<file path="src/rtl/wb_nor_arbiter_pkg.sv">
// Shared constants and types for the NOR-controller Wishbone arbiter.
package wb_nor_arbiter_pkg;

    // Arbiter FSM states
    typedef enum logic [1:0] {
        ST_IDLE = 2'd0,
        ST_GNT0 = 2'd1,
        ST_GNT1 = 2'd2,
        ST_GAP  = 2'd3
    } arb_state_e;

    // One-hot grant encodings as seen on grant_o
    localparam logic [1:0] GNT_NONE = 2'b00;
    localparam logic [1:0] GNT_M0   = 2'b01;
    localparam logic [1:0] GNT_M1   = 2'b10;

    // Round-robin tie break: the master that did not own the bus last wins.
    function automatic arb_state_e tie_winner(input logic last_was_m1);
        arb_state_e st;
        if (last_was_m1) begin
            st = ST_GNT0;
        end else begin
            st = ST_GNT1;
        end
        return st;
    endfunction

endpackage

</file>
<file path="src/rtl/wb_nor_arbiter_if.sv">
// Pipelined Wishbone bus bundle; "master" drives a request, "slave" answers it.
interface wb_nor_arbiter_if #(
    parameter int DATABITS = 16
);
    logic                cyc;
    logic                stb;
    logic                we;
    logic [31:0]         adr;
    logic [DATABITS-1:0] dat_w;
    logic [DATABITS-1:0] dat_r;
    logic                ack;
    logic                err;
    logic                stall;

    modport master (
        output cyc, stb, we, adr, dat_w,
        input  dat_r, ack, err, stall
    );

    modport slave (
        input  cyc, stb, we, adr, dat_w,
        output dat_r, ack, err, stall
    );
endinterface

</file>
<file path="src/rtl/wb_nor_arbiter_txn_tracker.sv">
// Outstanding-request counter, pipeline-full flag and hung-cycle timer.
module wb_nor_arbiter_txn_tracker #(
    parameter int MAX_OUTST      = 16,
    parameter int TIMEOUT_CYCLES = 4096
) (
    input  logic clk_i,
    input  logic reset_i,
    input  logic i_accept,   // request issued to the slave this cycle
    input  logic i_resp,     // raw slave ack or err this cycle
    input  logic i_active,   // a master currently owns the bus
    input  logic i_clear,    // drop all tracking state (dead cycle between tenures)
    output logic o_outst_nz,
    output logic o_pipe_full,
    output logic o_to_fire
);
    localparam int CW = $clog2(MAX_OUTST) + 1;
    localparam int TW = (TIMEOUT_CYCLES > 1) ? $clog2(TIMEOUT_CYCLES) : 1;
    localparam logic [CW-1:0] CNT_FULL  = CW'(MAX_OUTST);
    localparam logic [CW-1:0] CNT_ONE   = CW'(1);
    localparam logic [CW-1:0] CNT_ZERO  = CW'(0);
    localparam logic [TW-1:0] TMR_LAST  = TW'(TIMEOUT_CYCLES - 1);
    localparam logic [TW-1:0] TMR_ONE   = TW'(1);
    localparam logic [TW-1:0] TMR_ZERO  = TW'(0);

    logic [CW-1:0] r_cnt;
    logic [TW-1:0] r_timer;
    logic          w_resp;
    logic          w_timer_run;

    // Late responses with nothing outstanding are ignored entirely.
    assign w_resp      = i_resp && (r_cnt != CNT_ZERO);
    assign o_outst_nz  = (r_cnt != CNT_ZERO);
    assign o_pipe_full = (r_cnt == CNT_FULL);
    assign w_timer_run = i_active && (r_cnt != CNT_ZERO) && !i_resp;
    assign o_to_fire   = (TIMEOUT_CYCLES != 0) && i_active &&
                         (r_cnt != CNT_ZERO) && (r_timer == TMR_LAST);

    // Count issued-but-unanswered requests and time how long the slave has been silent.
    always_ff @(posedge clk_i) begin
        if (reset_i || i_clear || o_to_fire) begin
            r_cnt   <= CNT_ZERO;
            r_timer <= TMR_ZERO;
        end else begin
            case ({i_accept, w_resp})
                2'b10:   r_cnt <= r_cnt + CNT_ONE;
                2'b01:   r_cnt <= r_cnt - CNT_ONE;
                default: r_cnt <= r_cnt;
            endcase
            if (w_timer_run && (TIMEOUT_CYCLES != 0)) begin
                r_timer <= r_timer + TMR_ONE;
            end else begin
                r_timer <= TMR_ZERO;
            end
        end
    end
endmodule

</file>
<file path="src/rtl/wb_nor_arbiter.sv">
// Two-master round-robin Wishbone arbiter in front of the NOR cycle controller.
// Master 0 is the QSPI control FSM, master 1 the scrub/VT-scan sequencer.
module wb_nor_arbiter
    import wb_nor_arbiter_pkg::*;
#(
    parameter int DATABITS       = 16,
    parameter int MAX_OUTST      = 16,
    parameter int TIMEOUT_CYCLES = 4096
) (
    input  logic              clk_i,
    input  logic              reset_i,
    wb_nor_arbiter_if.slave   m0,
    wb_nor_arbiter_if.slave   m1,
    wb_nor_arbiter_if.master  s,
    output logic [1:0]        grant_o,
    output logic              timeout_o
);
    arb_state_e r_state;
    logic [1:0] r_grant;
    logic       r_last_m1;

    logic w_accept;
    logic w_resp;
    logic w_active;
    logic w_clear;
    logic w_outst_nz;
    logic w_pipe_full;
    logic w_to_fire;

    assign w_accept  = s.stb && !s.stall;
    assign w_resp    = s.ack || s.err;
    assign w_active  = (r_state == ST_GNT0) || (r_state == ST_GNT1);
    assign w_clear   = (r_state == ST_GAP);
    assign grant_o   = r_grant;
    assign timeout_o = w_to_fire;

    wb_nor_arbiter_txn_tracker #(
        .MAX_OUTST      (MAX_OUTST),
        .TIMEOUT_CYCLES (TIMEOUT_CYCLES)
    ) u_tracker (
        .clk_i       (clk_i),
        .reset_i     (reset_i),
        .i_accept    (w_accept),
        .i_resp      (w_resp),
        .i_active    (w_active),
        .i_clear     (w_clear),
        .o_outst_nz  (w_outst_nz),
        .o_pipe_full (w_pipe_full),
        .o_to_fire   (w_to_fire)
    );

    // Grant FSM: registered grant held for the owner's whole cyc tenure, one dead cycle after.
    always_ff @(posedge clk_i) begin
        if (reset_i) begin
            r_state   <= ST_IDLE;
            r_grant   <= GNT_NONE;
            r_last_m1 <= 1'b1;
        end else begin
            case (r_state)
                ST_IDLE: begin
                    if (m0.cyc && m1.cyc) begin
                        r_state <= tie_winner(r_last_m1);
                        r_grant <= r_last_m1 ? GNT_M0 : GNT_M1;
                    end else if (m0.cyc) begin
                        r_state <= ST_GNT0;
                        r_grant <= GNT_M0;
                    end else if (m1.cyc) begin
                        r_state <= ST_GNT1;
                        r_grant <= GNT_M1;
                    end else begin
                        r_state <= ST_IDLE;
                        r_grant <= GNT_NONE;
                    end
                end
                ST_GNT0: begin
                    if (!m0.cyc) begin
                        r_state   <= ST_GAP;
                        r_grant   <= GNT_NONE;
                        r_last_m1 <= 1'b0;
                    end else begin
                        r_state <= ST_GNT0;
                    end
                end
                ST_GNT1: begin
                    if (!m1.cyc) begin
                        r_state   <= ST_GAP;
                        r_grant   <= GNT_NONE;
                        r_last_m1 <= 1'b1;
                    end else begin
                        r_state <= ST_GNT1;
                    end
                end
                ST_GAP: begin
                    r_state <= ST_IDLE;
                    r_grant <= GNT_NONE;
                end
                default: begin
                    r_state <= ST_IDLE;
                    r_grant <= GNT_NONE;
                end
            endcase
        end
    end

    // Bus steering: the owner sees the slave directly, the other master is held off.
    always_comb begin
        s.cyc    = 1'b0;
        s.stb    = 1'b0;
        s.we     = 1'b0;
        s.adr    = 32'h0000_0000;
        s.dat_w  = {DATABITS{1'b0}};
        m0.ack   = 1'b0;
        m0.err   = 1'b0;
        m0.stall = 1'b1;
        m0.dat_r = {DATABITS{1'b0}};
        m1.ack   = 1'b0;
        m1.err   = 1'b0;
        m1.stall = 1'b1;
        m1.dat_r = {DATABITS{1'b0}};
        case (r_state)
            ST_GNT0: begin
                s.cyc    = m0.cyc;
                s.stb    = m0.stb && !w_pipe_full;
                s.we     = m0.we;
                s.adr    = m0.adr;
                s.dat_w  = m0.dat_w;
                m0.stall = s.stall || w_pipe_full;
                m0.ack   = s.ack && w_outst_nz;
                m0.err   = (s.err && w_outst_nz) || w_to_fire;
                m0.dat_r = s.dat_r;
            end
            ST_GNT1: begin
                s.cyc    = m1.cyc;
                s.stb    = m1.stb && !w_pipe_full;
                s.we     = m1.we;
                s.adr    = m1.adr;
                s.dat_w  = m1.dat_w;
                m1.stall = s.stall || w_pipe_full;
                m1.ack   = s.ack && w_outst_nz;
                m1.err   = (s.err && w_outst_nz) || w_to_fire;
                m1.dat_r = s.dat_r;
            end
            default: begin
                s.cyc = 1'b0;
            end
        endcase
    end
endmodule

</file>
<file path="src/flat_wrapper.sv">
// flat-port wrapper written by rule: the top's interface ports become plain ports
module wb_nor_arbiter_flat import wb_nor_arbiter_pkg::*;
#(
    parameter int DATABITS       = 16,
    parameter int MAX_OUTST      = 16,
    parameter int TIMEOUT_CYCLES = 4096
)
  (clk_i, reset_i, grant_o, timeout_o, m0_cyc, m0_stb, m0_we, m0_adr, m0_dat_w, m0_dat_r, m0_ack, m0_err, m0_stall, m1_cyc, m1_stb, m1_we, m1_adr, m1_dat_w, m1_dat_r, m1_ack, m1_err, m1_stall, s_cyc, s_stb, s_we, s_adr, s_dat_w, s_dat_r, s_ack, s_err, s_stall);
  wb_nor_arbiter_if #(.DATABITS(DATABITS)) m0_i ();
  wb_nor_arbiter_if #(.DATABITS(DATABITS)) m1_i ();
  wb_nor_arbiter_if #(.DATABITS(DATABITS)) s_i ();
  input  logic clk_i;
  input  logic reset_i;
  output logic [1:0] grant_o;
  output logic timeout_o;
  input wire logic [$bits(m0_i.cyc)-1:0] m0_cyc;
  input wire logic [$bits(m0_i.stb)-1:0] m0_stb;
  input wire logic [$bits(m0_i.we)-1:0] m0_we;
  input wire logic [$bits(m0_i.adr)-1:0] m0_adr;
  input wire logic [$bits(m0_i.dat_w)-1:0] m0_dat_w;
  output wire logic [$bits(m0_i.dat_r)-1:0] m0_dat_r;
  output wire logic [$bits(m0_i.ack)-1:0] m0_ack;
  output wire logic [$bits(m0_i.err)-1:0] m0_err;
  output wire logic [$bits(m0_i.stall)-1:0] m0_stall;
  input wire logic [$bits(m1_i.cyc)-1:0] m1_cyc;
  input wire logic [$bits(m1_i.stb)-1:0] m1_stb;
  input wire logic [$bits(m1_i.we)-1:0] m1_we;
  input wire logic [$bits(m1_i.adr)-1:0] m1_adr;
  input wire logic [$bits(m1_i.dat_w)-1:0] m1_dat_w;
  output wire logic [$bits(m1_i.dat_r)-1:0] m1_dat_r;
  output wire logic [$bits(m1_i.ack)-1:0] m1_ack;
  output wire logic [$bits(m1_i.err)-1:0] m1_err;
  output wire logic [$bits(m1_i.stall)-1:0] m1_stall;
  output wire logic [$bits(s_i.cyc)-1:0] s_cyc;
  output wire logic [$bits(s_i.stb)-1:0] s_stb;
  output wire logic [$bits(s_i.we)-1:0] s_we;
  output wire logic [$bits(s_i.adr)-1:0] s_adr;
  output wire logic [$bits(s_i.dat_w)-1:0] s_dat_w;
  input wire logic [$bits(s_i.dat_r)-1:0] s_dat_r;
  input wire logic [$bits(s_i.ack)-1:0] s_ack;
  input wire logic [$bits(s_i.err)-1:0] s_err;
  input wire logic [$bits(s_i.stall)-1:0] s_stall;
  assign m0_i.cyc = m0_cyc;
  assign m0_i.stb = m0_stb;
  assign m0_i.we = m0_we;
  assign m0_i.adr = m0_adr;
  assign m0_i.dat_w = m0_dat_w;
  assign m0_dat_r = m0_i.dat_r;
  assign m0_ack = m0_i.ack;
  assign m0_err = m0_i.err;
  assign m0_stall = m0_i.stall;
  assign m1_i.cyc = m1_cyc;
  assign m1_i.stb = m1_stb;
  assign m1_i.we = m1_we;
  assign m1_i.adr = m1_adr;
  assign m1_i.dat_w = m1_dat_w;
  assign m1_dat_r = m1_i.dat_r;
  assign m1_ack = m1_i.ack;
  assign m1_err = m1_i.err;
  assign m1_stall = m1_i.stall;
  assign s_cyc = s_i.cyc;
  assign s_stb = s_i.stb;
  assign s_we = s_i.we;
  assign s_adr = s_i.adr;
  assign s_dat_w = s_i.dat_w;
  assign s_i.dat_r = s_dat_r;
  assign s_i.ack = s_ack;
  assign s_i.err = s_err;
  assign s_i.stall = s_stall;
  wb_nor_arbiter #(.DATABITS(DATABITS), .MAX_OUTST(MAX_OUTST), .TIMEOUT_CYCLES(TIMEOUT_CYCLES)) u_core (.clk_i(clk_i), .reset_i(reset_i), .m0(m0_i), .m1(m1_i), .s(s_i), .grant_o(grant_o), .timeout_o(timeout_o));
endmodule
</file>
<file path="config.mk">
export PLATFORM = sky130hd
export DESIGN_NAME = wb_nor_arbiter_flat
export DESIGN_NICKNAME = d
export VERILOG_FILES = /design/src/rtl/wb_nor_arbiter_pkg.sv /design/src/rtl/wb_nor_arbiter_if.sv /design/src/rtl/wb_nor_arbiter_txn_tracker.sv /design/src/rtl/wb_nor_arbiter.sv /design/src/flat_wrapper.sv
export SDC_FILE = /design/constraint.sdc
export NUM_CORES = 1
export LEC_CHECK = 0
export BUFFER_PORTS_ARGS = -buffer_cell sky130_fd_sc_hd__buf_2
export CORE_MARGIN = 3
export CORE_UTILIZATION = 30
export DETAILED_ROUTE_END_ITERATION = 10
export MAX_ROUTING_LAYER = met4
export PLACE_DENSITY = 0.69
export REMOVE_ABC_BUFFERS = 1
export SYNTH_ARGS = -nofsm -noshare
export SYNTH_HDL_FRONTEND = slang
export SYNTH_SLANG_ARGS = --single-unit
</file>
<file path="constraint.sdc">
create_clock -name clk_i -period 3.26 [get_ports clk_i]
set_input_delay 0.489 -clock clk_i [delete_from_list [all_inputs] [get_ports clk_i]]
set_output_delay 0.489 -clock clk_i [all_outputs]
set_load 0.01 [all_outputs]
</file>
==> After elaboration in Yosys (flattened, before gate mapping) <==
Cells that the tools add are included.
W data, S select, Z words.
{ "op_classes": {"n_addsub": 3, "n_eq_ne": 9, "muxes": 27, "bitwise": 1, "n_reduce_logical": 26} }
{ "ops": {"columns": ["op", "n"], "rows": [
  ["$pmux W32 S2", 1],
  ["$mux W16", 2],
  ["$pmux W16 S2", 1],
  ["$pmux W2 S4", 2],
  ["$mux W2", 7],
  ["$add A12 B1 Y12 const B", 1],
  ["$eq A12 B12 Y1 const B", 1],
  ["$logic_and A1 B1 Y1", 10],
  ["$pmux W5 S2", 1],
  ["$mux W1", 9],
  ["$pmux W1 S2", 4],
  ["$eq A2 B2 Y1 const B", 3],
  ["$logic_or A1 B1 Y1", 6],
  ["$add A5 B1 Y5 const B", 1],
  ["$eq A5 B5 Y1 const B", 1],
  ["$reduce_bool A5 Y1", 1],
  ["$sub A5 B1 Y5 const B", 1],
  ["$eq A2 B1 Y1 const B", 2],
  ["$ne A2 B2 Y1 const B", 2],
  ["$reduce_bool A2 Y1", 2],
  ["$logic_not A1 Y1", 3],
  ["$reduce_and A3 Y1", 1],
  ["$logic_not A2 Y1", 1],
  ["$reduce_and A2 Y1", 1],
  ["other kinds (2)", 2]
]} }
{ "totals": {"reg_bits": 22, "in_bits": 123, "output_inout_bits": 92, "wordCells": 71} }

==> Longest topological paths before layout <==
Gate-level depths: netlist of run 1.
{ "depth": {"word_depth": 7, "mapped_depth": 11} }

==> Modules after synthesis <==
From an unflattened synthesis of run 1, not the netlist that was laid out.
{ "hier_totals": {"hier_cells": 312, "area_unflattened_um2": 2378.5} }
{ "by_module_without_submodules": {"columns": ["module", "instances", "cells_each", "area_per_inst_um2", "seq_area_each_um2"], "rows": [
  ["wb_nor_arbiter", 1, 198, 1358.8, 100.1],
  ["wb_nor_arbiter_txn_tracker", 1, 114, 1019.7, 340.3]
]} }

==> Worst setup path before layout of run 1 <==
No wires, ideal clock.
{ "synth_path": {"kind": "register to register", "start": "register u_core.r_state[0]", "end": "register u_core.u_tracker.r_cnt[4]", "setup_time_ns": 0.070, "t_arrival_ns": 2.548, "t_required_ns": 3.190, "setup_slack_ns": 0.642, "stages_incl_launch_ff": 12, "path_buffers": 1, "synth_period_minus_slack_ns": 2.618, "cell_sequence": "dfxtp_1 -> inv_1 -> ha_1 -> clkbuf_1 -> mux2_2 -> nand3_1 -> ha_1 -> ha_1 -> a21oi_1 -> a21oi_1 -> or4_1 -> a21oi_1"} }
{ "synth_via": {"elab_chain_len": 5, "word_cells_on_any_way": 14} }
{ "synth_rtl": {"columns": ["element", "line_no", "rtl"], "rows": [
  ["start, declared", "wb_nor_arbiter.sv:18", "arb_state_e r_state;"],
  ["start signal, assigned", "wb_nor_arbiter.sv:62", "r_state <= tie_winner(r_last_m1);"],
  ["$eq A2 B2 Y1 or $eq A2 B1 Y1 (tied branches)", "wb_nor_arbiter.sv:32, wb_nor_arbiter.sv:120", null],
  ["$pmux W1 S2 or $logic_or A1 B1 Y1 (tied branches)", "wb_nor_arbiter.sv:120, wb_nor_arbiter.sv:32", null],
  ["$logic_and A1 B1 Y1, on equally long branches", "wb_nor_arbiter.sv:30, wb_nor_arbiter_txn_tracker.sv:35", null],
  ["$eq A2 B1 Y1 (tied with other cells)", "wb_nor_arbiter_txn_tracker.sv:44", "case ({i_accept, w_resp})"],
  ["$pmux W5 S2 (tied with other cells)", "wb_nor_arbiter_txn_tracker.sv:44", null],
  ["end signal, assigned", "wb_nor_arbiter_txn_tracker.sv:45", "2'b10: r_cnt <= r_cnt + CNT_ONE;"],
  ["end signal, assigned", "wb_nor_arbiter_txn_tracker.sv:46", "2'b01: r_cnt <= r_cnt - CNT_ONE;"],
  ["end signal, assigned", "wb_nor_arbiter_txn_tracker.sv:47", "default: r_cnt <= r_cnt;"],
  ["end, declared", "wb_nor_arbiter_txn_tracker.sv:25", "logic [CW-1:0] r_cnt;"]
]} }
Several ways; a longest one is shown, not always the timed one.
A chain may end at the register's enable or synchronous reset.

==> Worst setup path after layout of run 1 <==
{ "layout_path": {"start": "register u_core.u_tracker.r_cnt[0]", "end": "register u_core.u_tracker.r_cnt[4]"} }
{ "layout_via": {"elab_chain_len": 7, "word_cells_on_any_way": 17} }
{ "layout_rtl": {"columns": ["element", "line_no", "rtl"], "rows": [
  ["$eq A5 B5 Y1", "wb_nor_arbiter_txn_tracker.sv:33", "assign o_pipe_full = (r_cnt == CNT_FULL);"],
  ["$logic_not A1 Y1", "wb_nor_arbiter.sv:123, wb_nor_arbiter.sv:134", null],
  ["$logic_and A1 B1 Y1, on equally long branches", "wb_nor_arbiter.sv:134, wb_nor_arbiter.sv:123", null],
  ["$pmux W1 S2", "wb_nor_arbiter.sv:120", "case (r_state)"],
  ["$logic_and A1 B1 Y1", "wb_nor_arbiter.sv:30", "assign w_accept = s.stb && !s.stall;"],
  ["$eq A2 B1 Y1 or $eq A2 B2 Y1 (tied branches)", "wb_nor_arbiter_txn_tracker.sv:44", null],
  ["$pmux W5 S2 or $reduce_bool A2 Y1 (tied branches)", null, null]
]} }
Several ways; a longest one is shown, not always the timed one.

==> metrics, run 1 <==
status=complete, no violations; r2r setup slk=about 0.48 ns; ys flop type=dfxtp_1; Max-cap violations=0; grt ovf=0; PortBufs=214; Post-synth EDFFs=0; Ys Warns=0; vias per std cell=4.84; initial antenna violation count=1; Synth Area in XOR/XNOR=0.0474; Initial Util=0.317; die height=91.9 um; synthesis-to-layout area growth=53.8%; WL/cell=between 15 and 20 um; WS Path Type=flop to flop; post-synthesis compound-gate area fraction=0.248; Netlist Area Pre-Place=2220 um2; fraction of layout cells with a size suffix above 1=0.475; slew margin rel.=0.556; critical path startpoint category=flop; count of pins over their slew limit=0; cts repair resizes=0; most frequent cells in the layout=buf_2, nor2b_1, a22oi_1, and2_1, dfxtp_1; CTS tree=built; most common library cell in the layout ignoring fill and taps=buf_2; Layout Skew=between 0.0015 and 0.002 ns; Worst-path clk slew=roughly 0.08 ns; crit path capture type=flop; RSZ-0062 raised after global routing=no; Worst Min Path Start=u_core.u_tracker.r_timer[0]$_SDFF_PP0_; Final Power=1.71 mW; Clock Latency Late Sink=0.27 ns; FILL cells=between 700 and 800; main combinational cell family by area after synthesis=simple AND/OR/NAND/NOR gates; r2r worst-path depth=9; DR DRC count=0; Final GP Congestion=0.905; Async S/R FF share, synth=0; vias=approximately 2900; Arr. time, crit path=2.98 ns; Simple-Gate Fraction of Synth Area=0.377; Post-Route WL=a little under 10000 um; die area=8450 um2; Die W=91.9 um; placed cells=approximately 590; # IOs=215; post-route ant nets=0; Slew @ Worst Pin=0.665 ns; cell count after synthesis=approximately 300; register area share after synthesis=0.199; Final period util=0.852; Core Area=6980 um2; Peak VDD IR=0.404 mV; Root Buffer Master=clkbuf_8; GRT Overall Usage=0.219; final net count=627; Post-DP Area=roughly 3300 um2; CP required=~3.5 ns; worst r2r dst=u_core.u_tracker.r_cnt[4]$_SDFFE_PP0P_; total CTS buffers=3; final instance area=3410 um2; post-synthesis cell type count=43; vias in the first global route=2763; Post-Synth Adder-Cell Area=0.0599; Max clock buf depth=2; Hold Violations, Final=0; hold depth=1; Pwr Density=501 nW/um2; Final min period=2.78 ns; Post-Place Setup Slack=0.497 ns; Layout Cells excl Fill=a little under 600; mux contribution to synthesized area=0.00960; htree depth=1; global-route wire length before repair=roughly 14000 um; final setup fails=0; hpwl dp=7930 um; Initial DRC Count=70; Min Hold Slack=0.460 ns; CTS Hold Bufs=0; final setup margin=just under 0.5 ns; #FFs+latches synth=22; Critical Path Fanout Max=5; Lkg Pwr=1.71 nW; pin count of the biggest net entering global routing=approximately 70; HP Class=flop to flop; Clock Sinks=22; first-pass detailed-route iteration total=4; WHS Endpoint=u_core.u_tracker.r_timer[0]$_SDFF_PP0_; Post-CTS Setup Repair Bufs=0; Core Rows=30; Max Freq=0.360 GHz; Reg-to-Reg Start=u_core.u_tracker.r_cnt[0]$_SDFFE_PP0P_; mean post-synth cell area=approximately 7.5 um2
[layer usage]
metal | vias up | routed length, um | global-route usage | part of all wire
li1 | 1437 | - | - | -
met1 | 1299 | 3810 | 0.247 | 0.39
met2 | 102 | 4870 | 0.389 | 0.50
met3 | 17 | 760 | 0.0459 | 0.079
met4 | 0 | 242 | 0.0644 | 0.025
met5 | - | 0 | - | 0
[final cells by class]
class | count | area, um2 | area share
multi-input cells | 243 | 1650 | 0.484
repair buffers | 218 | 1100 | 0.323
flip-flops and latches | 22 | 440 | 0.129
well taps | 96 | 120 | 0.0352
clock buffers | 3 | 41.3 | 0.0121
clock inverters | 1 | 30.0 | 0.00881
inverters | 6 | 22.5 | 0.00661
diodes | 1 | 2.50 | 0.000734
[registers in the layout, summed over array words and instances (netlist names)]
name                      count
u_core.u_tracker.r_cnt        5
u_core.r_state                2
u_core.grant_o                2
u_core.u_tracker.r_timer     12
u_core.r_last_m1              1
[per-stage QoR]
step,setup TNS (ns),util
2_1_floorplan,-0.298,-
3_3_place_gp,0,0.478
3_5_place_dp,0,0.478
4_1_cts,0,0.488
5_1_grt,0,0.488
6_report,0,0.488
[synth_stat cells (all sizes together), types with 2 or more instances]
cell type,number,area (um2)
or4,2,18.8
nand4,4,31.3
a21oi,14,70.1
xor2,5,43.8
buf,5,36.3
and4,2,18.8
nor2,20,75.1
ha,9,113
clkbuf,19,71.3
nand2,8,30.0
nand2b,3,18.8
a22oi,50,380
o21ai,4,35.0
nor4,3,18.8
dfxtp,22,440
nor2b,50,313
and3,7,46.3
and2,35,220
xnor2,7,61.3
nand3,8,40.0
inv,6,22.5
[power by group]
part,switching (mW),internal [mW]
clock network,0.0921,0.164
registers,0.0430,0.302
logic,0.604,0.504
[cells by family (layout without fill, tap and decap cells)]
family,after synthesis,count (layout)
simple gates,143,143
compound gates,76,76
buf+inv,30,228
flops,22,22
xor+xnor,12,12
fa+ha+maj,10,10
mux,2,2
other cells,0,1
[how the worst max path moves through the flow]
stage / slack, ns / end / start / cells after the start
floorplan: -0.29 / u_core.u_tracker.r_cnt[4]$_SDFFE_PP0P_ / u_core.r_state[0]$_SDFF_PP0_ / 10
global route: 0.27 / u_core.u_tracker.r_cnt[4]$_SDFFE_PP0P_ / u_core.u_tracker.r_cnt[0]$_SDFFE_PP0P_ / 9
detailed placement: 0.50 / u_core.u_tracker.r_cnt[4]$_SDFFE_PP0P_ / u_core.u_tracker.r_cnt[0]$_SDFFE_PP0P_ / 9
finish: 0.48 / u_core.u_tracker.r_cnt[4]$_SDFFE_PP0P_ / u_core.u_tracker.r_cnt[0]$_SDFFE_PP0P_ / 9
global placement: 0.53 / u_core.u_tracker.r_cnt[4]$_SDFFE_PP0P_ / u_core.u_tracker.r_cnt[0]$_SDFFE_PP0P_ / 9
CTS: 0.48 / u_core.u_tracker.r_cnt[4]$_SDFFE_PP0P_ / u_core.u_tracker.r_cnt[0]$_SDFFE_PP0P_ / 9
[worst max-delay path, stage by stage (launching register included)]
cell and delay, ns:
dfxtp_1 0.37, nor4_1 0.46, nand2b_1 0.22, o21a_1 0.16
ha_1 0.27, fa_1 0.43, nand3_1 0.12, a21oi_1 0.08
or4_1 0.46, a21oi_1 0.15
Power figures use the tool's default switching activity.
==> run 2, diff against run 1 <==
Settings changed: CORE_UTILIZATION 30 to 37, PLACE_DENSITY 0.69 to 0.82.
==> run 2 against run 1 <==
Compared with the run above: combinational power barely moved; routed wire length rose by 0.77%; global-route usage rose by 5.0 points; hold slack improved by 0.0040 ns; final area fell by 0.73%; via count rose by 2.3%; final cell count fell by 4.2%; count of clock-buffer cells in the layout did not move; clock skew fell by 0.00093 ns; critical path type unchanged; largest power group unchanged.
==> metrics, run 2 (same netlist as run 1, synthesis figures left out) <==
Layout Skew=0.000931 ns (was 0.00186 ns); fraction of layout cells with a size suffix above 1=0.474 (was 0.475); initial antenna violation count=1 (unchanged); CP required=3.46 ns (about the same); Final Power=1.73 mW (was 1.71 mW); Final period util=0.890 (was 0.852); final instance area=3380 um2 (was 3410 um2); Critical Path Fanout Max=5 (unchanged); Final GP Congestion=0.898 (was 0.905); Core Area=5640 um2 (was 6980 um2); crit path capture type=flop (unchanged); Layout Cells excl Fill=565 (was 590); Min Hold Slack=0.464 ns (was 0.460 ns); most frequent CP cell=a21oi_1 (unchanged); GRT Overall Usage=0.270 (was 0.219); Slowest cell on crit path=nor4_1 (unchanged); Worst-path clk slew=0.08 ns (about the same); die height=83.4 um (was 91.9 um); synthesis-to-layout area growth=52.7% (was 53.8%); Slew @ Worst Pin=0.659 ns (was 0.665 ns); # IOs=215 (unchanged); htree depth=1 (unchanged); Clock Sinks=22 (unchanged); CP peak stage delay=0.52 ns (was 0.46 ns); global-route wire length before repair=14700 um (was 14400 um); FILL cells=535 (was 739); max reg flops=12 (unchanged); critical-path cell list=nor4_1 -> nand2b_1 -> o21a_1 -> ha_1 -> ha_1 -> a21oi_1 -> a21oi_1 -> or4_1 -> a21oi_1 (was nor4_1 -> nand2b_1 -> o21a_1 -> ha_1 -> fa_1 -> nand3_1 -> a21oi_1 -> or4_1 -> a21oi_1); most frequent cells in the layout=buf_2, nor2b_1, a22oi_1, and2_1, dfxtp_1 (unchanged); final core occ=0.600 (was 0.488); PortBufs=214 (unchanged); Post-DP Area=3310 um2 (was 3330 um2); cts repair resizes=0 (unchanged); Root Buffer Master=clkbuf_8 (unchanged); vias=2920 (was 2855); Top Registers=u_core.u_tracker.r_timer (12), u_core.u_tracker.r_cnt (5) (unchanged); Arr. time, crit path=3.10 ns (was 2.98 ns); GR Util met3=0.102 (was 0.0459); critical path startpoint category=flop (unchanged); Post-Place Setup Slack=0.492 ns (was 0.497 ns); Post-Route WL=9760 um (was 9680 um); CTS Hold Bufs=0 (unchanged); GR Layer Usage met2=0.429 (was 0.389); DR DRC count=0 (unchanged); WL/cell=17.3 um (was 16.4 um); count of pins over their slew limit=0 (unchanged); r2r setup slk=0.36 ns (was 0.48 ns); first-pass detailed-route iteration total=7 (was 4); WS Path Type=flop to flop (unchanged); Max clock buf depth=2 (unchanged); Biggest register=u_core.u_tracker.r_timer (unchanged); post-route ant nets=0 (unchanged); die area=6950 um2 (was 8450 um2); Initial Util=0.393 (was 0.317); slew margin rel.=0.560 (was 0.556); total CTS buffers=3 (unchanged); RSZ-0062 raised after global routing=no (unchanged); most common library cell in the layout ignoring fill and taps=buf_2 (unchanged); grt ovf=0 (unchanged); Die W=83.4 um (was 91.9 um); Max-cap violations=0 (unchanged); Final min period=2.90 ns (was 2.78 ns); Max Freq=0.344 GHz (was 0.360 GHz); setup tns final=0 ns (unchanged); vias per std cell=5.17 (was 4.84); hpwl dp=7930 um (about the same); pin count of the biggest net entering global routing=72 (unchanged); Clock Latency Late Sink=0.26 ns (was 0.27 ns); met1 Track Usage GR=0.325 (was 0.247); gr busiest metal=met2 (unchanged); Lkg Pwr=1.71 nW (about the same); final setup margin=0.357 ns (was 0.483 ns); final setup fails=0 (unchanged); Initial DRC Count=137 (was 70); Peak VDD IR=0.506 mV (was 0.404 mV); final net count=626 (was 627); HP Class=flop to flop (unchanged); placed cells=560 (was 585); Pwr Density=512 nW/um2 (was 501 nW/um2); Hold Violations, Final=0 (unchanged); Core Rows=27 (was 30); Post-CTS Setup Repair Bufs=0 (unchanged); vias in the first global route=2796 (was 2763); status=complete, no violations (unchanged); CTS tree=built (unchanged)
## run 2: cell count changes in the layout (fill, tap and decap cells not counted)
cell	delta
buf_4	-2
buf_12	+1
## run 2: path summary, 6_finish.rpt
kind	start	endpoint	depth (start not counted)
setup / recovery	u_core.u_tracker.r_cnt[0]$_SDFFE_PP0P_	u_core.u_tracker.r_cnt[4]$_SDFFE_PP0P_	9
setup reg to reg	u_core.u_tracker.r_cnt[0]$_SDFFE_PP0P_	u_core.u_tracker.r_cnt[4]$_SDFFE_PP0P_	9
hold / removal	u_core.u_tracker.r_timer[0]$_SDFF_PP0_	u_core.u_tracker.r_timer[0]$_SDFF_PP0_	1
hold reg to reg	u_core.u_tracker.r_timer[0]$_SDFF_PP0_	u_core.u_tracker.r_timer[0]$_SDFF_PP0_	1
## run 2: metal layers
metal  vias to the layer above  wire length (um)  share of wire
li1                       1434                 -              -
met1                      1328              3870           0.40
met2                       144              4540           0.47
met3                        14              1140           0.12
met4                         0               201          0.021
met5                         -                 0              0
## run 2: worst max-delay path: cells and delay by family, from the launching register on
| family | cells | cell delay, ns |
|---|---|---|
| compound gates | 4 | 0.61 |
| flops | 1 | 0.38 |
| simple gates | 3 | 1.23 |
| fa+ha+maj | 2 | 0.63 |
## run 2: power by group
group          switching (mW)  internal, mW  total, mW
registers              0.0420         0.302      0.344
logic                   0.626         0.511       1.14
clock network          0.0886         0.164      0.253
## run 2: final cells by class
class                      count  area, um2  share of cell area
timing repair buffer         217       1110               0.327
sequential                    22        440               0.130
inverter                       6       22.5             0.00666
clock buffer                   3       41.3              0.0122
antenna                        1       2.50            0.000740
multi-input combinational    243       1650               0.488
clock inverter                 1       30.0             0.00888
tap                           72       90.1              0.0266
